### src/rtl/btn_debounce_pulse_if.sv
// Button conditioner bus: tick/raw/repeat-enable in,
// debounced level and one-cycle pulses out.
interface btn_debounce_pulse_if;
  logic tick;
  logic btn_raw;
  logic rpt_en;
  logic level;
  logic press;
  logic rel;
  logic step;

  modport master (
    output tick, btn_raw, rpt_en,
    input  level, press, rel, step
  );

  modport slave (
    input  tick, btn_raw, rpt_en,
    output level, press, rel, step
  );
endinterface

### src/rtl/btn_debounce_pulse.sv
// Push-button synchroniser, tick-based debouncer and
// press/release/auto-repeat step pulse generator.
module btn_debounce_pulse #(
  parameter int CNT_W        = 16,
  parameter int STABLE_TICKS = 4,
  parameter int RPT_DELAY    = 200,
  parameter int RPT_RATE     = 50
) (
  input  logic                 Clock,
  input  logic                 Reset,
  btn_debounce_pulse_if.slave  bus
);

  typedef enum logic {
    IDLE,
    HELD
  } state_t;

  localparam logic [CNT_W-1:0] DEB_LIM =
    CNT_W'(STABLE_TICKS - 1);
  localparam logic [CNT_W-1:0] DLY_LIM =
    CNT_W'(RPT_DELAY - 1);
  localparam logic [CNT_W-1:0] RATE_LIM =
    CNT_W'(RPT_RATE - 1);

  state_t           state;
  logic             s0;
  logic             s1;
  logic             level;
  logic             press;
  logic             rel;
  logic             step;
  logic             first;
  logic [CNT_W-1:0] deb_cnt;
  logic [CNT_W-1:0] rpt_cnt;

  logic             flip;
  logic             rise;
  logic             fall;
  logic [CNT_W-1:0] rpt_lim;

  // level flips on this edge; FSM reacts on the same edge
  assign flip = bus.tick && (s1 != level) &&
                (deb_cnt == DEB_LIM);
  assign rise = flip && s1;
  assign fall = flip && !s1;
  assign rpt_lim = first ? DLY_LIM : RATE_LIM;

  assign bus.level = level;
  assign bus.press = press;
  assign bus.rel   = rel;
  assign bus.step  = step;

  always_ff @(posedge Clock) begin
    if (Reset) begin
      s0      <= 1'b0;
      s1      <= 1'b0;
      level   <= 1'b0;
      press   <= 1'b0;
      rel     <= 1'b0;
      step    <= 1'b0;
      first   <= 1'b1;
      deb_cnt <= '0;
      rpt_cnt <= '0;
      state   <= IDLE;
    end else begin
      s0    <= bus.btn_raw;
      s1    <= s0;
      press <= 1'b0;
      rel   <= 1'b0;
      step  <= 1'b0;

      if (bus.tick) begin
        if (s1 == level) begin
          deb_cnt <= '0;
        end else if (deb_cnt == DEB_LIM) begin
          level   <= s1;
          deb_cnt <= '0;
        end else begin
          deb_cnt <= deb_cnt + 1'b1;
        end
      end

      unique case (state)
        IDLE: begin
          if (rise) begin
            state   <= HELD;
            press   <= 1'b1;
            step    <= 1'b1;
            rpt_cnt <= '0;
            first   <= 1'b1;
          end
        end
        HELD: begin
          // a due repeat is dropped on the release edge
          if (fall) begin
            state   <= IDLE;
            rel     <= 1'b1;
            rpt_cnt <= '0;
            first   <= 1'b1;
          end else if (!bus.rpt_en) begin
            rpt_cnt <= '0;
            first   <= 1'b1;
          end else if (bus.tick) begin
            if (rpt_cnt == rpt_lim) begin
              step    <= 1'b1;
              rpt_cnt <= '0;
              first   <= 1'b0;
            end else begin
              rpt_cnt <= rpt_cnt + 1'b1;
            end
          end
        end
      endcase
    end
  end

endmodule

### src/flat_wrapper.sv
// flat-port wrapper written by rule: the top's interface ports become plain ports
module btn_debounce_pulse_flat 
#(
  parameter int CNT_W        = 16,
  parameter int STABLE_TICKS = 4,
  parameter int RPT_DELAY    = 200,
  parameter int RPT_RATE     = 50
)
  (Clock, Reset, bus_tick, bus_btn_raw, bus_rpt_en, bus_level, bus_press, bus_rel, bus_step);
  btn_debounce_pulse_if bus_i ();
  input  logic Clock;
  input  logic Reset;
  input wire logic [$bits(bus_i.tick)-1:0] bus_tick;
  input wire logic [$bits(bus_i.btn_raw)-1:0] bus_btn_raw;
  input wire logic [$bits(bus_i.rpt_en)-1:0] bus_rpt_en;
  output wire logic [$bits(bus_i.level)-1:0] bus_level;
  output wire logic [$bits(bus_i.press)-1:0] bus_press;
  output wire logic [$bits(bus_i.rel)-1:0] bus_rel;
  output wire logic [$bits(bus_i.step)-1:0] bus_step;
  assign bus_i.tick = bus_tick;
  assign bus_i.btn_raw = bus_btn_raw;
  assign bus_i.rpt_en = bus_rpt_en;
  assign bus_level = bus_i.level;
  assign bus_press = bus_i.press;
  assign bus_rel = bus_i.rel;
  assign bus_step = bus_i.step;
  btn_debounce_pulse #(.CNT_W(CNT_W), .STABLE_TICKS(STABLE_TICKS), .RPT_DELAY(RPT_DELAY), .RPT_RATE(RPT_RATE)) u_core (.Clock(Clock), .Reset(Reset), .bus(bus_i));
endmodule
### config.mk
export PLATFORM = sky130hd
export DESIGN_NAME = btn_debounce_pulse_flat
export DESIGN_NICKNAME = d
export VERILOG_FILES = /design/src/rtl/btn_debounce_pulse_if.sv /design/src/rtl/btn_debounce_pulse.sv /design/src/flat_wrapper.sv
export SDC_FILE = /design/constraint.sdc
export NUM_CORES = 1
export LEC_CHECK = 0
export BUFFER_PORTS_ARGS = -buffer_cell sky130_fd_sc_hd__buf_2
export CORE_MARGIN = 3
export CORE_UTILIZATION = 61
export DETAILED_ROUTE_END_ITERATION = 10
export GPL_TIMING_DRIVEN = 0
export PLACE_DENSITY = 0.79
export SETUP_SLACK_MARGIN = 0.1
export SLEW_MARGIN = 20
export SYNTH_ARGS = -nofsm -noshare
export SYNTH_HDL_FRONTEND = slang
export SYNTH_SLANG_ARGS = --single-unit
### constraint.sdc
create_clock -name Clock -period 2.94 [get_ports Clock]
set_input_delay 0.588 -clock Clock [delete_from_list [all_inputs] [get_ports Clock]]
set_output_delay 0.588 -clock Clock [all_outputs]
set_load 0.05 [all_outputs]
* Word-level counts from Yosys, hierarchy flattened
Index checks and enable logic that the tools add are counted.
W data, S select, Z words.
** Storage, ports and cells
- Flip-flop bits (word level) :: 40
- Bits in latches :: 0
- Memory bits (writable) :: 0
- Bits in read-only memories :: 0
- Input port bits :: 5
- Memories kept :: 0
** Cells by class
- Add/subtract/negate cells :: 2
- $mul :: 0
- Div/mod/pow operators :: 0
- Magnitude comparators :: 0
- Equal/unequal tests :: 7
- Shift-type cells :: 0
- Mux-type cells :: 24
- Bitwise logic cells :: 2
- Reduce and logical (&&, ||, !) cells :: 10
** Operator list (count)
- $mux W16 :: 7
- $add A16 B1 Y16 const B :: 2
- $pmux W16 S2 :: 1
- $eq A16 B16 Y1 :: 1
- $eq A16 B2 Y1 const B :: 1
- $mux W1 :: 12
- $mux W8 :: 1
- $ne A4 B4 Y1 const B :: 2
- $pmux W1 S2 :: 3
- $reduce_and A3 Y1 :: 2
- $logic_and A1 B1 Y1 :: 4
- $reduce_or A2 Y1 :: 2
- $ne A2 B1 Y1 const B :: 1
- $not A1 Y1 :: 2
- $reduce_and A2 Y1 :: 1
- $eq A1 B1 Y1 :: 1
- $logic_not A1 Y1 :: 1
- $ne A1 B1 Y1 :: 1

* Logic depth before layout (Yosys ltp)
- Depth in word-level cells :: 7
- Mapped depth :: 8

* Worst setup path before layout
No wires, ideal clock.
- Path kind :: reg-to-reg
- Start :: register u_core.level, in the netlist u_core.bus.level
- End :: register u_core.rpt_cnt[11]
- Data arrival time :: 1.891 ns
- Slack :: 0.980 ns
- Cell stages (with the launch flop) :: 8
- Buffers on the path :: 1
- Path through :: dfxtp_1 -> buf_2 -> nand2_1 -> nor2_1 -> o211ai_1 -> or2_1 -> or3_1 -> o21ai_1
** On the way
- Longest elaborated chain between the ends :: 6
- Elaborated cells between the ends (all ways) :: 10
- Classes of those cells :: 3 x eq/ne; 2 x mux; 5 x reduce/logical
** Ends and longest elaborated chain
- start, declared :: line btn_debounce_pulse.sv:29 : logic level;
- start signal, assigned :: line btn_debounce_pulse.sv:58 : level <= 1'b0;
- start signal, assigned :: line btn_debounce_pulse.sv:77 : level <= s1;
- $ne A1 B1 Y1 (*) :: line btn_debounce_pulse.sv:43 : assign flip = bus.tick && (s1 != level) &&
- $logic_and A1 B1 Y1 (*) (2 in series) :: line btn_debounce_pulse.sv:43
- $logic_and A1 B1 Y1 (on tied branches) :: line btn_debounce_pulse.sv:46, btn_debounce_pulse.sv:45
- $ne A4 B4 Y1 (no source line) (tied with other cells)
- $reduce_and A2 Y1 (no source line) or $pmux W16 S2 (tied branches)
- end signal, assigned :: line btn_debounce_pulse.sv:110 : rpt_cnt <= rpt_cnt + 1'b1;
- end, declared :: line btn_debounce_pulse.sv:35 : logic [CNT_W-1:0] rpt_cnt;
Mark *: on every way between the ends. The rest lies on a longest branch, timed or not.
A chain may end at the register's enable or synchronous reset.

* Worst setup path in the final report
- Start :: register u_core.deb_cnt[0]
- End :: register u_core.rpt_cnt[5]
** On the way
- Longest elaborated chain between the ends :: 5
- Elaborated cells between the ends (all ways) :: 9
- Classes of those cells :: 3 x eq/ne; 2 x mux; 4 x reduce/logical
** Ends and longest elaborated chain
- start, declared :: line btn_debounce_pulse.sv:34 : logic [CNT_W-1:0] deb_cnt;
- start signal, assigned :: line btn_debounce_pulse.sv:80 : deb_cnt <= deb_cnt + 1'b1;
- $eq A16 B2 Y1 (*) :: line btn_debounce_pulse.sv:44 : (deb_cnt == DEB_LIM);
- $logic_and A1 B1 Y1 (*) :: line btn_debounce_pulse.sv:43
- $logic_and A1 B1 Y1 (on tied branches) :: line btn_debounce_pulse.sv:46, btn_debounce_pulse.sv:45
- $ne A4 B4 Y1 (no source line) (tied with other cells)
- $reduce_and A2 Y1 (no source line) or $pmux W16 S2 (tied branches)
Marks and branches as above.

==> metrics <==
GPL Wtd Cong=~0.87; synthesized instance count=257; clock latency on the worst-skew pair=0.36 ns; Area contributors post-synth=dfxtp_1 (39%), nand2_1 (5.4%), a21oi_1 (5.0%), o21ai_1 (4.2%), nor2_1 (3.7%); Worst-Margin Slew=between 0.7 and 0.8 ns; Synth Warn #=0; n_diodes=0; Root Driver=clkbuf_4; maximum clock path buffer count=2; Final min period=~2.2 ns; first-pass GRT wire length=about 8000 um; CTS Sinks=39; worst slack, placed=0.633 ns; HP Class=primary input to flop; Slowest-stage cell, CP=nor2_1; via count of the routed design=1928; initial core utilization=64.7%; # IOs=9; hold endpoint=u_core.s0; Die Ht=63.4 um; Req. time, crit path=3.21 ns; TritonRoute pass-1 iters=4; gr ovfl total=0; cts hold-fix bufs=0; Worst Path Buf+Inv=0; CP peak stage delay=0.43 ns; Leakage=0.751 nW; largest family of logic cells by synthesized area=simple AND/OR/NAND/NOR gates; Startpoint Class=flop; post-cts sizing count=0; crit path cell chain=ha_1 > nor4b_2 > nand4_1 > nor2_1 > nor3_2 > a21o_1 > a21o_1; mux share of post-synthesis cell area=0.498%; post-placement cell count=309; syn_nets=about 260; Cell Area, Synth=2010 um^2; Synth Area in XOR/XNOR=less than 1%; die width=63.4 um; final hold vios=0; H-tree levels=2; Hold Path Origin=bus_btn_raw; Fmax=0.450 GHz; Reg area=781 um^2; PwrDens=433 nW/um^2; top cell type's share of synthesized area=38.9%; Worst Path Arrival=2.49 ns; Antenna Nets Post-Route=0; post-layout util=70.6%; Yosys cell types=between 40 and 50; biggest area consumer among synthesized cells=dfxtp_1; DR vias/cell=6.08; pin count of the biggest net entering global routing=13; TritonCTS Buffers=5; die area=4020 um^2; Worst Hold Depth=2; post-synthesis register bit count=39; CTS tree=done; final worst slack=just over 0.7 ns; multi-input logic area=1150 um^2; Final Setup Violations=0; Core Area=3100 um^2; crit-path max FO=9; Synth Area in Compound Gates=20.9%; syn_area_per_cell=7.81 um^2; Post-Synth Simple-Gate Area=34.0%; max-slew violation count=0; Non-Filler Instances=317; CP delay by family, top=simple AND/OR/NAND/NOR gates; CP dominant cell by count=a21o_1; Seq/Total Area, Yosys=38.9%; Reg-to-Reg Start=u_core.deb_cnt[0]; clk_skew=0.0123 ns; Layout fillers=between 200 and 300; detailed-route wire length=4520 um; Routed WL per cell=around 14 um; Post-CTS Setup Bufs=0; Global Route Usage Sum=24.8%; initial antenna violation count=0; row cnt=20; outcome=finished, final reports clean; Setup CP Type=flop to flop; Clock Pin Slew Worst Setup and Hold Paths=0.12 ns; nets=279; peak supply drop=0.346 mV; RSZ-0062 raised after global routing=false; Post-DP Area=between 2000 and 2500 um^2; Post-Synth Adder-Cell Area=1.25%; vias in the first global route=1795; Max Cap Violations=0; Final Cell Area=2190 um^2; post-DP HPWL=around 3200 um; Slew HR=approximately half; Post-Route Setup TNS=0 ns; layout overhead on the synthesized area=9.03%; Iter 0 DRT Violations=162; Port Buffers=8; Critical Path Sink Type=flop; Tcrit/Tclk final=75.6%; reg2reg path depth=7; DR DRC count=0; reg-to-reg endpoint=u_core.rpt_cnt[5]; layout cells sized above 1=10.3%; Reg2Reg Setup Slack=0.72 ns
## worst reg2reg max path, delay by kind of cell, from the launching register on
kind | cells | cell delay [ns]
and+or+nand+nor | 4 | 1.12
adders and majority gates | 1 | 0.24
DFF | 1 | 0.41
AOI/OAI and AO/OA | 2 | 0.37
## Yosys cell counts
cell,count
o21ai_1,17
a311oi_1,5
nor2_1,20
nor4_2,2
and2_1,5
buf_2,4
o21a_1,1
a41oi_1,1
nand3_1,14
inv_1,9
xor2_1,1
buf_4,1
nand2_1,29
nor4_1,6
o2111ai_1,2
a31oi_1,2
and3_1,4
and4_1,1
mux2i_1,1
or2_2,1
or2_1,2
a21oi_1,20
ha_1,2
o2111a_1,1
o21ai_0,7
or3_1,9
nand4_1,6
o21a_2,1
nor4b_2,1
a21boi_1,1
nor2b_1,3
clkbuf_1,5
dfxtp_1,39
nor3_1,11
nand4b_1,1
o211ai_1,1
nor3b_1,2
a21bo_1,2
nor3_2,2
o31ai_1,1
nor4b_1,3
o22ai_1,4
nand3b_1,4
a21o_1,3
## area by class of cell
class / instances / area share [%]
clock buffers: 6 / 2.34
well taps: 44 / 2.51
multi-input cells: 199 / 52.4
clock inverters: 2 / 1.60
flip-flops and latches: 39 / 35.7
inverters: 9 / 1.54
repair buffers: 8 / 1.83
plain buffers: 10 / 2.11
## cell families after synthesis
logic type / Yosys count
fa+ha+maj: 2
mux: 1
simple gates: 126
compound gates: 69
xor+xnor: 1
buf+inv: 19
flops: 39
## layout by cell type (no fill, tap or decap), types with 3 or more instances in the layout
cell / instances
a21o_1: 3
a21oi_1: 20
a311oi_1: 5
and2_1: 5
and3_1: 4
buf_2: 12
clkbuf_1: 5
clkbuf_4: 5
dfxtp_1: 39
inv_1: 9
nand2_1: 29
nand3_1: 14
nand3b_1: 4
nand4_1: 6
nor2_1: 20
nor2b_1: 3
nor3_1: 11
nor4_1: 6
nor4b_1: 3
o21ai_0: 7
o21ai_1: 17
o22ai_1: 4
or3_1: 9
## worst max path at each step
| stage | cells past startpoint | to | startpoint | slack, ns |
|---|---|---|---|---|
| floorplan | 7 | u_core.rpt_cnt[11] | u_core.bus.level | 0.98 |
| global placement | 7 | u_core.rpt_cnt[5] | bus_tick | 0.64 |
| detailed placement | 7 | u_core.rpt_cnt[5] | bus_tick | 0.63 |
| CTS | 7 | u_core.rpt_cnt[5] | u_core.deb_cnt[0] | 0.70 |
| global route | 7 | u_core.rpt_cnt[5] | u_core.deb_cnt[0] | 0.43 |
| finish | 7 | u_core.rpt_cnt[5] | u_core.deb_cnt[0] | 0.72 |
## metrics by stage
stage,hold WS [ns],power [mW]
final,0.442,0.947
after global routing,0.458,0.982
after CTS,0.439,0.953
after detailed placement,0.426,0.579
after global placement,0.423,0.578
after floorplan,0.414,0.567
## flip-flops by register name (all words and copies together) (netlist names)
signal / flops
u_core.bus.level: 1
u_core.deb_cnt: 16
u_core.s0: 1
u_core.first: 1
u_core.rpt_cnt: 16
u_core.bus.press: 1
u_core.bus.rel: 1
u_core.s1: 1
u_core.bus.step: 1
## power breakdown
part	total (mW)	switching (mW)	internal, mW
Sequential	0.531	0.00133	0.530
Clock	0.380	0.179	0.201
Combinational	0.0362	0.0239	0.0123
Total	0.947	0.204	0.743
## metal layers
metal	vias up	part of all wire, %	global-route usage (%)
met5	-	0	0
met4	0	1.6	9.97
met3	9	4.6	6.06
met2	60	51	42.4
met1	889	43	29.6
li1	970	-	-
Power figures use the tool's default switching activity.
